==> config.mk <==
export PLATFORM = sky130hd
export DESIGN_NAME = wb_arbiter
export DESIGN_NICKNAME = d
export VERILOG_FILES = /design/src/rtl/wb_pkg.sv /design/src/rtl/wb_fifo.sv /design/src/rtl/wb_arbiter.sv
export SDC_FILE = /design/constraint.sdc
export NUM_CORES = 1
export LEC_CHECK = 0
export ABC_CLOCK_PERIOD_IN_PS = 2600
export CORE_MARGIN = 4
export CORE_UTILIZATION = 40
export CTS_CLUSTER_SIZE = 40
export DETAILED_ROUTE_END_ITERATION = 12
export PLACE_DENSITY_LB_ADDON = 0.08
export SLEW_MARGIN = 20
export SYNTH_ARGS = -nofsm -noshare
export SYNTH_HDL_FRONTEND = slang
export SYNTH_HIERARCHICAL = 1
export SYNTH_SLANG_ARGS = --single-unit
==> constraint.sdc <==
create_clock -name clk -period 2.6 [get_ports clk]
set_input_delay 0.52 -clock clk [delete_from_list [all_inputs] [get_ports clk]]
set_output_delay 0.52 -clock clk [all_outputs]
set_load 0.1 [all_outputs]
==> src/rtl/wb_pkg.sv <==
// Shared types and constants for the writeback arbiter and its ALU result FIFO.
package wb_pkg;

    localparam int DATA_W   = 16;
    localparam int ADDR_W   = 3;
    localparam int NUM_REGS = 1 << ADDR_W;

    typedef struct packed {
        logic [ADDR_W-1:0] dest;
        logic [DATA_W-1:0] data;
    } wb_req_t;

    typedef enum logic [1:0] {
        SRC_NONE,
        SRC_MEM,
        SRC_ALU_Q,
        SRC_ALU_BYP
    } wb_src_e;

    function automatic logic [NUM_REGS-1:0] dest_onehot(input logic [ADDR_W-1:0] dest);
        return NUM_REGS'(1) << dest;
    endfunction

endpackage

==> src/rtl/wb_fifo.sv <==
// Synchronous FIFO for queued ALU results; exposes every entry's destination
// and valid bit so the top can build the pending-destination mask.
module wb_fifo
    import wb_pkg::*;
#(
    parameter  int DEPTH = 2,
    localparam int PTR_W = $clog2(DEPTH),
    localparam int CNT_W = PTR_W + 1
) (
    input  logic                          clk,
    input  logic                          rst_n,
    input  logic                          push_i,
    input  logic                          pop_i,
    input  wb_req_t                       wdata_i,
    output wb_req_t                       head_o,
    output logic                          full_o,
    output logic                          empty_o,
    output logic [CNT_W-1:0]              count_o,
    output logic [DEPTH-1:0]              ent_valid_o,
    output logic [DEPTH-1:0][ADDR_W-1:0]  ent_dest_o
);

    wb_req_t           mem_q [DEPTH];
    logic [PTR_W-1:0]  wr_ptr_q;
    logic [PTR_W-1:0]  rd_ptr_q;
    logic [CNT_W-1:0]  count_q;

    // NOTE: storage is left unreset on purpose; only pointers and count carry
    // meaning after reset, and an unreset array maps onto plain RAM/flops.
    always_ff @(posedge clk) begin
        if (push_i) begin
            mem_q[wr_ptr_q] <= wdata_i;
        end
    end

    // NOTE: sequential state uses non-blocking assignments so every register
    // samples pre-edge values regardless of statement order.
    always_ff @(posedge clk or negedge rst_n) begin
        if (!rst_n) begin
            wr_ptr_q <= '0;
            rd_ptr_q <= '0;
            count_q  <= '0;
        end else begin
            if (push_i) wr_ptr_q <= wr_ptr_q + PTR_W'(1);
            if (pop_i)  rd_ptr_q <= rd_ptr_q + PTR_W'(1);
            count_q <= count_q + CNT_W'(push_i) - CNT_W'(pop_i);
        end
    end

    assign head_o  = mem_q[rd_ptr_q];
    assign full_o  = (count_q == CNT_W'(DEPTH));
    assign empty_o = (count_q == '0);
    assign count_o = count_q;

    // NOTE: every output of this block is given a default first, so no path
    // leaves a value unassigned and no latch is inferred.
    always_comb begin
        logic [PTR_W-1:0] off;
        off         = '0;
        ent_valid_o = '0;
        ent_dest_o  = '0;
        for (int i = 0; i < DEPTH; i++) begin
            off            = PTR_W'(i) - rd_ptr_q;
            ent_valid_o[i] = (CNT_W'(off) < count_q);
            ent_dest_o[i]  = mem_q[i].dest;
        end
    end

endmodule

==> src/rtl/wb_arbiter.sv <==
// Writeback arbiter: loads win, ALU results queue with a starvation guard.
// Optional build macro WB_R0_DISCARD_EN treats r0 as hardwired zero.
module wb_arbiter
    import wb_pkg::*;
#(
    parameter  int ALU_Q_DEPTH  = 2,
    parameter  int STARVE_LIMIT = 4,
    localparam int CNT_W        = $clog2(ALU_Q_DEPTH) + 1,
    localparam int STV_W        = $clog2(STARVE_LIMIT + 1)
) (
    input  logic                clk,
    input  logic                rst_n,
    input  logic                alu_valid,
    output logic                alu_ready,
    input  logic [ADDR_W-1:0]   alu_dest,
    input  logic [DATA_W-1:0]   alu_data,
    input  logic                mem_valid,
    output logic                mem_ready,
    input  logic [ADDR_W-1:0]   mem_dest,
    input  logic [DATA_W-1:0]   mem_data,
    output logic                write_en,
    output logic [ADDR_W-1:0]   write_dest,
    output logic [DATA_W-1:0]   write_data,
    output logic [NUM_REGS-1:0] pending_mask
);

    wb_req_t                            alu_req, mem_req, head, win;
    wb_src_e                            sel;
    logic                               fifo_full, fifo_empty, push, pop, force_alu, en_d;
    logic [CNT_W-1:0]                   fifo_count;
    logic [ALU_Q_DEPTH-1:0]             ent_valid;
    logic [ALU_Q_DEPTH-1:0][ADDR_W-1:0] ent_dest;
    logic [STV_W-1:0]                   starve_q, starve_d;
    logic                               write_en_q;
    logic [ADDR_W-1:0]                  write_dest_q;
    logic [DATA_W-1:0]                  write_data_q;

    assign alu_req = '{dest: alu_dest, data: alu_data};
    assign mem_req = '{dest: mem_dest, data: mem_data};

    wb_fifo #(.DEPTH(ALU_Q_DEPTH)) u_fifo (
        .clk         (clk),
        .rst_n       (rst_n),
        .push_i      (push),
        .pop_i       (pop),
        .wdata_i     (alu_req),
        .head_o      (head),
        .full_o      (fifo_full),
        .empty_o     (fifo_empty),
        .count_o     (fifo_count),
        .ent_valid_o (ent_valid),
        .ent_dest_o  (ent_dest)
    );

    // Readiness depends on registered state only, never on the valid inputs.
    assign force_alu = (starve_q == STV_W'(STARVE_LIMIT)) && !fifo_empty;
    assign alu_ready = !fifo_full;
    assign mem_ready = !force_alu;

    always_comb begin
        sel = SRC_NONE;
        win = head;
        if (force_alu) begin
            sel = SRC_ALU_Q;
        end else if (mem_valid) begin
            sel = SRC_MEM;
            win = mem_req;
        end else if (!fifo_empty) begin
            sel = SRC_ALU_Q;
        end else if (alu_valid) begin
            sel = SRC_ALU_BYP;
            win = alu_req;
        end
    end

    assign push = alu_valid && alu_ready && (sel != SRC_ALU_BYP);
    assign pop  = (sel == SRC_ALU_Q);

    always_comb begin
        starve_d = starve_q;
        if (sel == SRC_ALU_Q || sel == SRC_ALU_BYP) begin
            starve_d = '0;
        end else if (sel == SRC_MEM && !fifo_empty && starve_q != STV_W'(STARVE_LIMIT)) begin
            starve_d = starve_q + STV_W'(1);
        end
    end

`ifdef WB_R0_DISCARD_EN
    // r0 writes still consume their arbitration slot but never strobe the file.
    assign en_d = (sel != SRC_NONE) && (win.dest != '0);
`else
    assign en_d = (sel != SRC_NONE);
`endif

    always_ff @(posedge clk or negedge rst_n) begin
        if (!rst_n) begin
            starve_q     <= '0;
            write_en_q   <= 1'b0;
            write_dest_q <= '0;
            write_data_q <= '0;
        end else begin
            starve_q   <= starve_d;
            write_en_q <= en_d;
            if (sel != SRC_NONE) begin
                write_dest_q <= win.dest;
                write_data_q <= win.data;
            end
        end
    end

    assign write_en   = write_en_q;
    assign write_dest = write_dest_q;
    assign write_data = write_data_q;

    always_comb begin
        pending_mask = '0;
        for (int i = 0; i < ALU_Q_DEPTH; i++) begin
            if (ent_valid[i]) pending_mask |= dest_onehot(ent_dest[i]);
        end
        if (write_en_q) pending_mask |= dest_onehot(write_dest_q);
`ifdef WB_R0_DISCARD_EN
        pending_mask[0] = 1'b0;
`endif
    end

    a_full_matches_count: assert property (@(posedge clk) disable iff (!rst_n)
        fifo_full == (fifo_count == CNT_W'(ALU_Q_DEPTH)));

endmodule

# [After elaboration in Yosys (flattened, before gate mapping)]
# Memories as Yosys holds them, arrays and structs flattened.
# Cells that the tools add are included.
[totals] ff_bits=27 mem_bits_rw=38 n_memories=1
[memory_table] name="u_fifo.mem_q" words=2 word_bits=19 read_ports=3 rd_ports_with_merged_regs=0 write_ports=1 line="wb_fifo.sv:23" source="wb_req_t mem_q [DEPTH];"
[classes] addsub=7 n_lt_le_gt_ge=2 n_eq_ne=7 shifts=3 muxes=15 bitwise_logic=2 n_reduce_logical=12
[ops] cell="2-to-1 mux 19 bit" n=4
[ops] cell="2-to-1 mux 8 bit" n=3
[ops] cell="<< shifter 1 x 3 -> 8 bit, first input constant" n=3
[ops] cell="bitwise OR 8 bit" n=2
[ops] cell="2-to-1 mux 2 bit" n=4
[ops] cell="== test 2 bit, second input constant" n=3
[ops] cell="2-to-1 mux 3 bit" n=2
[ops] cell="logical AND 1 bit" n=5
[ops] cell="< comparator 1 x 2 -> 1 bit" n=2
[ops] cell="nonzero test 2 bit" n=2
[ops] cell="adder 3 x 1 -> 3 bit, second input constant" n=1
[ops] cell="== test 3 bit, second input constant" n=1
[ops] cell="logical NOT 1 bit" n=3
[ops] cell="!= test 3 bit, second input constant" n=1
[ops] cell="adder 1 bit, second input constant" n=2
[ops] cell="adder 2 x 1 -> 2 bit" n=1
[ops] cell="== test 2 x 1 -> 1 bit, second input constant" n=1
[ops] cell="logical NOT 2 bit" n=1
[ops] cell="2-to-1 mux 1 bit" n=2
[ops] cell="!= test 2 bit, second input constant" n=1
[ops] cell="subtractor 1 bit, first input constant" n=2
[ops] cell="subtractor 2 x 1 -> 2 bit" n=1
[ops] cell="logical OR 1 bit" n=1

# [Logic depth before layout (Yosys ltp)]
# Gate-level depths: netlist of the first run.
[depth] depth_word=9 depth_mapped=12 depth_no_buf=10

# [Cells and area by module]
# Netlist of the first run, hierarchy kept.
[modules_own_cells] mod="wb_arbiter" n_inst=1 cells_per_inst=178 area_per_inst_um2=1647.8 seq_area_each_um2=575.6
[modules_own_cells] mod="wb_fifo" n_inst=1 cells_per_inst=83 area_per_inst_um2=1627.8 seq_area_each_um2=1241.2

# [Least setup slack after synthesis of the first run]
# Ideal clock, no wire load.
[synth_timing] kind="register to output" startpoint="register write_dest_q[0], in the netlist write_dest[0]" endpoint="output port pending_mask[5]" arrival_time_ps=4664 required_ps=2080 path_slack_ps=-2584 path_stages_with_launch=3 n_path_buf=0 cell_sequence="dfrtp_1 > inv_1 > o311ai_0"
[synth_between] elab_chain_cells=3
[synth_lines] element="from (decl)" line="wb_arbiter.sv:35" source="logic [ADDR_W-1:0] write_dest_q;"
[synth_lines] element="from (signal assigned)" line="wb_arbiter.sv:105" source="write_dest_q <= win.dest;"
[synth_lines] element="<< shifter 1 x 3 -> 8 bit" line="wb_pkg.sv:21" source="return NUM_REGS'(1) << dest;"
[synth_lines] element="bitwise OR 8 bit" line="wb_arbiter.sv:120" source="if (write_en_q) pending_mask |= dest_onehot(write_dest_q);"
[synth_lines] element="2-to-1 mux 8 bit" line="wb_arbiter.sv:120"
[synth_lines] element="to (decl)" line="wb_arbiter.sv:24" source="output logic [NUM_REGS-1:0] pending_mask"
# No other way between the ends.

# [Worst setup path in the final report of the first run]
[layout_timing] startpoint="register u_fifo.count_q[0], in the netlist u_fifo/count_o[0]" endpoint="output port pending_mask[5]"
[layout_between] elab_chain_cells=6 elab_cells_between_ends=7 cone_classes="order compare (2); mux (3); bitwise (2)"
[layout_lines] element="from (decl)" line="wb_fifo.sv:26" source="logic [CNT_W-1:0] count_q;"
[layout_lines] element="from (signal assigned)" line="wb_fifo.sv:46" source="count_q <= count_q + CNT_W'(push_i) - CNT_W'(pop_i);"
[layout_lines] element="< comparator 1 x 2 -> 1 bit *" line="wb_fifo.sv:64" source="ent_valid_o[i] = (CNT_W'(off) < count_q);"
[layout_lines] element="via ent_valid[0]" line="wb_arbiter.sv:31" source="logic [ALU_Q_DEPTH-1:0] ent_valid;"
[layout_lines] element="2-to-1 mux 8 bit *" line="wb_arbiter.sv:118" source="if (ent_valid[i]) pending_mask |= dest_onehot(ent_dest[i]);"
[layout_lines] element="bitwise OR 8 bit" line="wb_arbiter.sv:118"
[layout_lines] element="2-to-1 mux 8 bit *" line="wb_arbiter.sv:118"
[layout_lines] element="bitwise OR 8 bit" line="wb_arbiter.sv:120"
[layout_lines] element="2-to-1 mux 8 bit *" line="wb_arbiter.sv:120"
# Mark *: on every way through the listed nets, which the timed path passes. The rest lies on a longest branch.

==> impl_metrics.env, run 1 <==
export IMPL_via_count=2348
export IMPL_clock_sink_count=65
export IMPL_worst_ep_required_time_ps=2080
export IMPL_critical_path_class="reg2out"
export IMPL_cts_tree="built"
export IMPL_via_per_inst=5.34
export IMPL_fp_dieH_um=98.5
export IMPL_end_kind="primary output"
export IMPL_endpoint="pending_mask[5]"
export IMPL_maxSlewHeadroom_pct=44.9
export IMPL_drc=0
export IMPL_vdd_drop_max_mv=0.571
export IMPL_yosysUniqueCellTypes=40
export IMPL_n_fill_cell=684
export IMPL_synth_fp_nets=307
export IMPL_seq_power_share_pct=28.6
export IMPL_grt_antenna_before_repair=0
export IMPL_area_delta_synth_final_pct=33.5
export IMPL_finalWirelength_um=7500
export IMPL_cts_resized_gates=0
export IMPL_hpwlAfterDp_um=5270
export IMPL_ys_seq_area_share_pct=55.5
export IMPL_design_area_sq_um=4370
export IMPL_status="finished clean"
export IMPL_n_antenna_cell=0
export IMPL_grt_start_max_net_pins=28
export IMPL_grt_pass1_vias=2392
export IMPL_dp_cells=424
export IMPL_hold_path_depth=1
export IMPL_setup_viol=0
export IMPL_hold_buffers=0
export IMPL_p_per_area_nw_per_um2=1310
export IMPL_dieArea_sq_um=9700
export IMPL_gp_congestion=0.792
export IMPL_start_util_pct=41.7
export IMPL_clock_skew_ps=13.8
export IMPL_hp_class="reg2reg"
export IMPL_synthCells=261
export IMPL_drive_above_1_share_pct=27.5
export IMPL_die_w_um=98.5
export IMPL_p_clk_share_pct=14.7
export IMPL_fin_util_pct=55.7
export IMPL_total_power_w=0.00573
export IMPL_path_max_fanout=5
export IMPL_combPwrFrac_pct=56.6
export IMPL_r2r_end="u_fifo/count_o[1]"
export IMPL_worst_pin_slew_ps=827
export IMPL_instances_no_fill=440
export IMPL_ys_seq_elements=65
export IMPL_worstSkewPairLatency_ps=340
export IMPL_cap_violations=0
export IMPL_hold_violations=0
export IMPL_wl_per_cell_um=17.0
export IMPL_worst_setup_path_start_kind="register"
export IMPL_p_int_w=0.00292
export IMPL_cts_setup_buffers=0
export IMPL_placed_area_sq_um=4180
export IMPL_synth_warnings=6
export IMPL_power_leakage_nw=1.74
export IMPL_r2r_start="starve_q[0]"
export IMPL_io_pins=72
export IMPL_slew_viol_final=0
export IMPL_r2r_cells=10
export IMPL_fmaxAchievable_ghz=0.406
export IMPL_netlist_area_sq_um=3280
export IMPL_placeableCoreArea_sq_um=7850
export IMPL_fin_crit_sh_pct=94.7
export IMPL_fin_nets=379
export IMPL_firstDrtPassIters=4
export IMPL_switchingPower_w=0.00281
export IMPL_cts_htree_levels=3
export IMPL_rsz0062_at_grt="no"
export IMPL_portBuffers=71
export IMPL_cts_made_buffers=9
export IMPL_grt_pass1_wl_um=12000
export IMPL_cp_arrival_ps=1940
export IMPL_cpPeakStageDelay_ps=390
export IMPL_swShare_pct=49.0
export IMPL_syn_avg_cell_area_sq_um=12.6
export IMPL_fp_row_count=32
export IMPL_ff2ff_setup_slack_ps=520
export IMPL_cts_root_buf="clkbuf_8"
export IMPL_overflow=0
export IMPL_crit_slowest_cell="dfrtp_1"
export IMPL_first_iter_violations=78
export IMPL_cts_clk_slew_worst_paths_ps=70
export IMPL_track_usage_pct=15.8
export IMPL_setup_tns_ps=0
export IMPL_clockBufferDepth=2
export IMPL_crit_chain="inv_1 > o21bai_1 > nor2b_1 > nand3_1 > o311ai_4 > buf_12"
export IMPL_period_minus_slack_ps=2460
export IMPL_ant_nets=0
export IMPL_cp_startpoint="u_fifo/count_o[0]"
[final cells by class]
type | instances | area, sq um | area share [%]
repair buffers | 84 | 841 | 19.2
well taps | 102 | 128 | 2.92
flip-flops and latches | 65 | 1820 | 41.7
inverters | 11 | 45.0 | 1.03
clock inverters | 6 | 68.8 | 1.57
multi-input cells | 162 | 1340 | 30.7
clock buffers | 10 | 128 | 2.92
[how the worst min path moves through the flow]
stage / start / slack [ps] / to
2_1_floorplan: rst_n / 220 / starve_q[0]
3_3_place_gp: starve_q[2] / 470 / starve_q[2]
3_5_place_dp: starve_q[2] / 480 / starve_q[2]
4_1_cts: starve_q[2] / 490 / starve_q[2]
5_1_grt: starve_q[2] / 520 / starve_q[2]
6_report: starve_q[2] / 490 / starve_q[2]
[flip-flops by register name, indices dropped and copies added, names as in the netlist]
name / cells
write_data: 16
starve_q: 3
u_fifo/mem_q: 38
u_fifo/rd_ptr_q: 1
u_fifo/count_o: 2
write_dest: 3
u_fifo/wr_ptr_q: 1
write_en: 1
[worst max-delay path: cells and delay by family, from the launching register on]
| kind | cells | cell delay [ps] |
|---|---|---|
| buf+inv | 2 | 280 |
| flops | 1 | 390 |
| simple gates | 2 | 490 |
| compound gates | 2 | 440 |
[cell families after synthesis]
family,after synthesis,share of synthesized area [%]
compound gates,38,9.89
xor+xnor,4,1.07
fa+ha+maj,4,1.53
buf+inv,34,6.00
flops,65,55.5
mux,39,12.6
simple gates,77,13.4
[placed cells by master, fill, tap and decap left out, types with 8 or more instances in the layout]
cell type,n
nor2b_1,12
clkdlybuf4s50_1,40
inv_1,10
nand3_1,8
mux2_2,19
buf_12,9
mux2i_1,20
a311o_1,16
dfrtp_1,23
clkbuf_8,9
buf_4,34
and2_1,17
nor3_1,19
edfxtp_1,38
[layer usage]
metal  vias up  routed length (um)  GRT usage (%)
met2        72                3740           27.3
met4         0                  92           4.10
met1      1149                3280           19.3
li1       1118                   -              -
met3         9                 383           4.88
met5         -                   0              0
[metrics by stage]
stage	worst slack, ps	hold slack [ps]
final	138	490
after detailed placement	301	481
after floorplan	38.2	224
after global placement	339	468
after CTS	138	491
after global routing	17.1	515
[power groups by stage]
| stage | logic [W] | clock network, W | registers, W |
|---|---|---|---|
| after floorplan | 0.00160 | 0 | 0.00247 |
| after global placement | 0.00324 | 0 | 0.00165 |
| after detailed placement | 0.00327 | 0 | 0.00166 |
| after CTS | 0.00327 | 0.000864 | 0.00164 |
| after global routing | 0.00339 | 0.000916 | 0.00168 |
| final | 0.00324 | 0.000844 | 0.00164 |
[cells in the mapped netlist, drive strengths merged]
library cell	number	area share, %
a211oi	1	0.23
a21o	1	0.23
a21oi	2	0.31
a221o	3	0.92
a22o	1	0.27
a22oi	1	0.23
a311o	16	4.9
a32oi	3	0.80
and2	17	3.2
and3b	1	0.27
buf	19	4.2
clkbuf	4	0.50
dfrtp	27	21
edfxtp	38	35
ha	4	1.5
inv	11	1.3
mux2	19	6.5
mux2i	20	6.1
nand2	4	0.46
nand2b	2	0.38
nand3	10	1.5
nand3b	1	0.23
nand4	4	0.76
nor2	3	0.34
nor2b	13	2.5
nor3	19	2.9
nor3b	1	0.38
o21ai	4	0.61
o21bai	2	0.46
o311ai	1	0.27
o31ai	3	0.69
or2	1	0.19
or4	1	0.23
xnor2	2	0.53
xor2	2	0.53
No activity file was read; power rests on OpenSTA's default activity.
==> inputs of run 2 (changes only) <==
--- a/config.mk
+++ b/config.mk
@@ -5,7 +5,7 @@
 export SDC_FILE = /design/constraint.sdc
 export NUM_CORES = 1
 export LEC_CHECK = 0
-export ABC_CLOCK_PERIOD_IN_PS = 2600
+export ABC_CLOCK_PERIOD_IN_PS = 2700
 export CORE_MARGIN = 4
 export CORE_UTILIZATION = 40
 export CTS_CLUSTER_SIZE = 40
==> constraint.sdc (replaced) <==
create_clock -name clk -period 2.7 [get_ports clk]
set_input_delay 0.54 -clock clk [delete_from_list [all_inputs] [get_ports clk]]
set_output_delay 0.54 -clock clk [all_outputs]
set_load 0.1 [all_outputs]
==> impl_metrics.env, run 2 (synthesized netlist as in run 1, its figures left out) <==
export IMPL_clock_skew_ps=7.89
export IMPL_r2r_cells=10
export IMPL_area_delta_synth_final_pct=33.4
export IMPL_io_pins=72
export IMPL_cts_clk_slew_worst_paths_ps=70
export IMPL_critical_path_class="reg2out"
export IMPL_cts_htree_levels=3
export IMPL_route_met2_wl_um=3940
export IMPL_setup_viol=0
export IMPL_wl_per_cell_um=17.5
export IMPL_rsz0062_at_grt="no"
export IMPL_combPwrFrac_pct=56.8
export IMPL_ant_nets=0
export IMPL_n_antenna_cell=0
export IMPL_drive_above_1_share_pct=26.8
export IMPL_hold_buffers=0
export IMPL_fp_row_count=32
export IMPL_cp_arrival_ps=1940
export IMPL_clock_sink_count=65
export IMPL_dieArea_sq_um=9700
export IMPL_worst_setup_path_start_kind="register"
export IMPL_via_per_inst=5.32
export IMPL_fin_nets=380
export IMPL_fin_hold_ws_ps=471
export IMPL_ff2ff_setup_slack_ps=620
export IMPL_r2r_end="u_fifo/count_o[1]"
export IMPL_cts_tree="built"
export IMPL_p_int_w=0.00281
export IMPL_p_per_area_nw_per_um2=1260
export IMPL_portBuffers=71
export IMPL_finalWirelength_um=7740
export IMPL_slew_viol_final=0
export IMPL_first_iter_violations=87
export IMPL_cts_resized_gates=0
export IMPL_top_layer="met4"
export IMPL_gp_congestion=0.791
export IMPL_status="finished clean"
export IMPL_fin_util_pct=55.7
export IMPL_grt_pass1_wl_um=12600
export IMPL_min_delay_start="starve_q[2]"
export IMPL_hpwlAfterDp_um=5580
export IMPL_clockBufferDepth=2
export IMPL_die_w_um=98.5
export IMPL_p_clk_share_pct=14.6
export IMPL_placed_area_sq_um=4170
export IMPL_cts_made_buffers=9
export IMPL_track_usage_pct=16.7
export IMPL_worstSkewPairLatency_ps=330
export IMPL_grt_pass1_vias=2427
export IMPL_worst_pin_slew_ps=846
export IMPL_largest_reg_flops=38
export IMPL_overflow=0
export IMPL_placeableCoreArea_sq_um=7850
export IMPL_setup_tns_ps=0
export IMPL_worst_ep_required_time_ps=2160
export IMPL_start_util_pct=41.7
export IMPL_met1_length_um=3340
export IMPL_design_area_sq_um=4370
export IMPL_hp_class="reg2reg"
export IMPL_path_max_fanout=5
export IMPL_power_leakage_nw=1.73
export IMPL_fin_crit_sh_pct=91.9
export IMPL_worstHoldEndpoint="starve_q[2]"
export IMPL_n_fill_cell=702
export IMPL_drc=0
export IMPL_cts_root_buf="clkbuf_8"
export IMPL_switchingPower_w=0.00271
export IMPL_maxSlewHeadroom_pct=43.6
export IMPL_cts_setup_buffers=0
export IMPL_via_count=2346
export IMPL_fin_ws_ps=220
export IMPL_grt_start_max_net_pins=22
export IMPL_period_minus_slack_ps=2480
export IMPL_r2r_start="starve_q[0]"
export IMPL_swShare_pct=49.1
export IMPL_fp_dieH_um=98.5
export IMPL_seq_power_share_pct=28.6
export IMPL_hold_path_depth=1
export IMPL_hold_violations=0
export IMPL_cap_violations=0
export IMPL_end_kind="primary output"
export IMPL_fmaxAchievable_ghz=0.403
export IMPL_firstDrtPassIters=4
export IMPL_final_common_cell="clkdlybuf4s50_1"
export IMPL_final_cell_mix="clkdlybuf4s50_1 (40), edfxtp_1 (38), buf_4 (35)"
export IMPL_largest_register="u_fifo/mem_q"
export IMPL_met3_length_um=361
export IMPL_vdd_drop_max_mv=0.558
export IMPL_place_ws_ps=369
export IMPL_grt_antenna_before_repair=0
-- run 2: cell types whose count changed in the layout (fill, tap and decap cells not counted), sizes merged --
cell | before | now
clkinv | 3 | 2
clkinvlp | 2 | 3
buf | 44 | 45
-- run 2: critical path, stage by stage, from the launching register on --
cell and delay, ps:
dfrtp_1 390, inv_1 80, o21bai_1 350, nor2b_1 300
nand3_1 180, o311ai_4 110, buf_12 210
-- run 2: area by class of cell --
class	instances	area, sq um	share of cell area (%)
tap	102	128	2.92
timing repair buffer	85	848	19.4
clock buffer	10	128	2.92
clock inverter	6	67.6	1.55
multi-input combinational	162	1330	30.5
inverter	11	45.0	1.03
sequential	65	1820	41.7
-- run 2: routing by layer --
layer,GRT usage (%),up-vias
met1,21.0,1153
met2,28.4,65
li1,-,1122
met3,3.89,6
met4,5.36,0
met5,0,-
-- run 2: worst max path at each step --
stage	cells past startpoint	end	startpoint	slack [ps]
2_1_floorplan	4	pending_mask[2]	write_dest[1]	-170
3_5_place_dp	4	write_data[10]	alu_valid	370
5_1_grt	6	pending_mask[5]	u_fifo/count_o[0]	40
4_1_cts	6	pending_mask[5]	u_fifo/count_o[0]	190
3_3_place_gp	6	u_fifo/mem_q[1][11]	alu_valid	400
6_report	6	pending_mask[5]	u_fifo/count_o[0]	220
-- run 2: stage by stage --
| stage | total power (W) | cells |
|---|---|---|
| 6_report | 0.00552 | 441 |
| 5_1_grt | 0.00578 | 441 |
| 4_1_cts | 0.00558 | 441 |
| 3_5_place_dp | 0.00476 | 425 |
| 3_3_place_gp | 0.00471 | 425 |
| 2_1_floorplan | 0.00391 | 261 |
-- run 2: power groups by stage --
stage          clock (W)  sequential, W  combinational, W
5_1_grt         0.000876        0.00162           0.00329
6_report        0.000806        0.00158           0.00313
3_3_place_gp           0        0.00159           0.00311
2_1_floorplan          0        0.00237           0.00154
4_1_cts         0.000838        0.00158           0.00316
3_5_place_dp           0        0.00160           0.00316
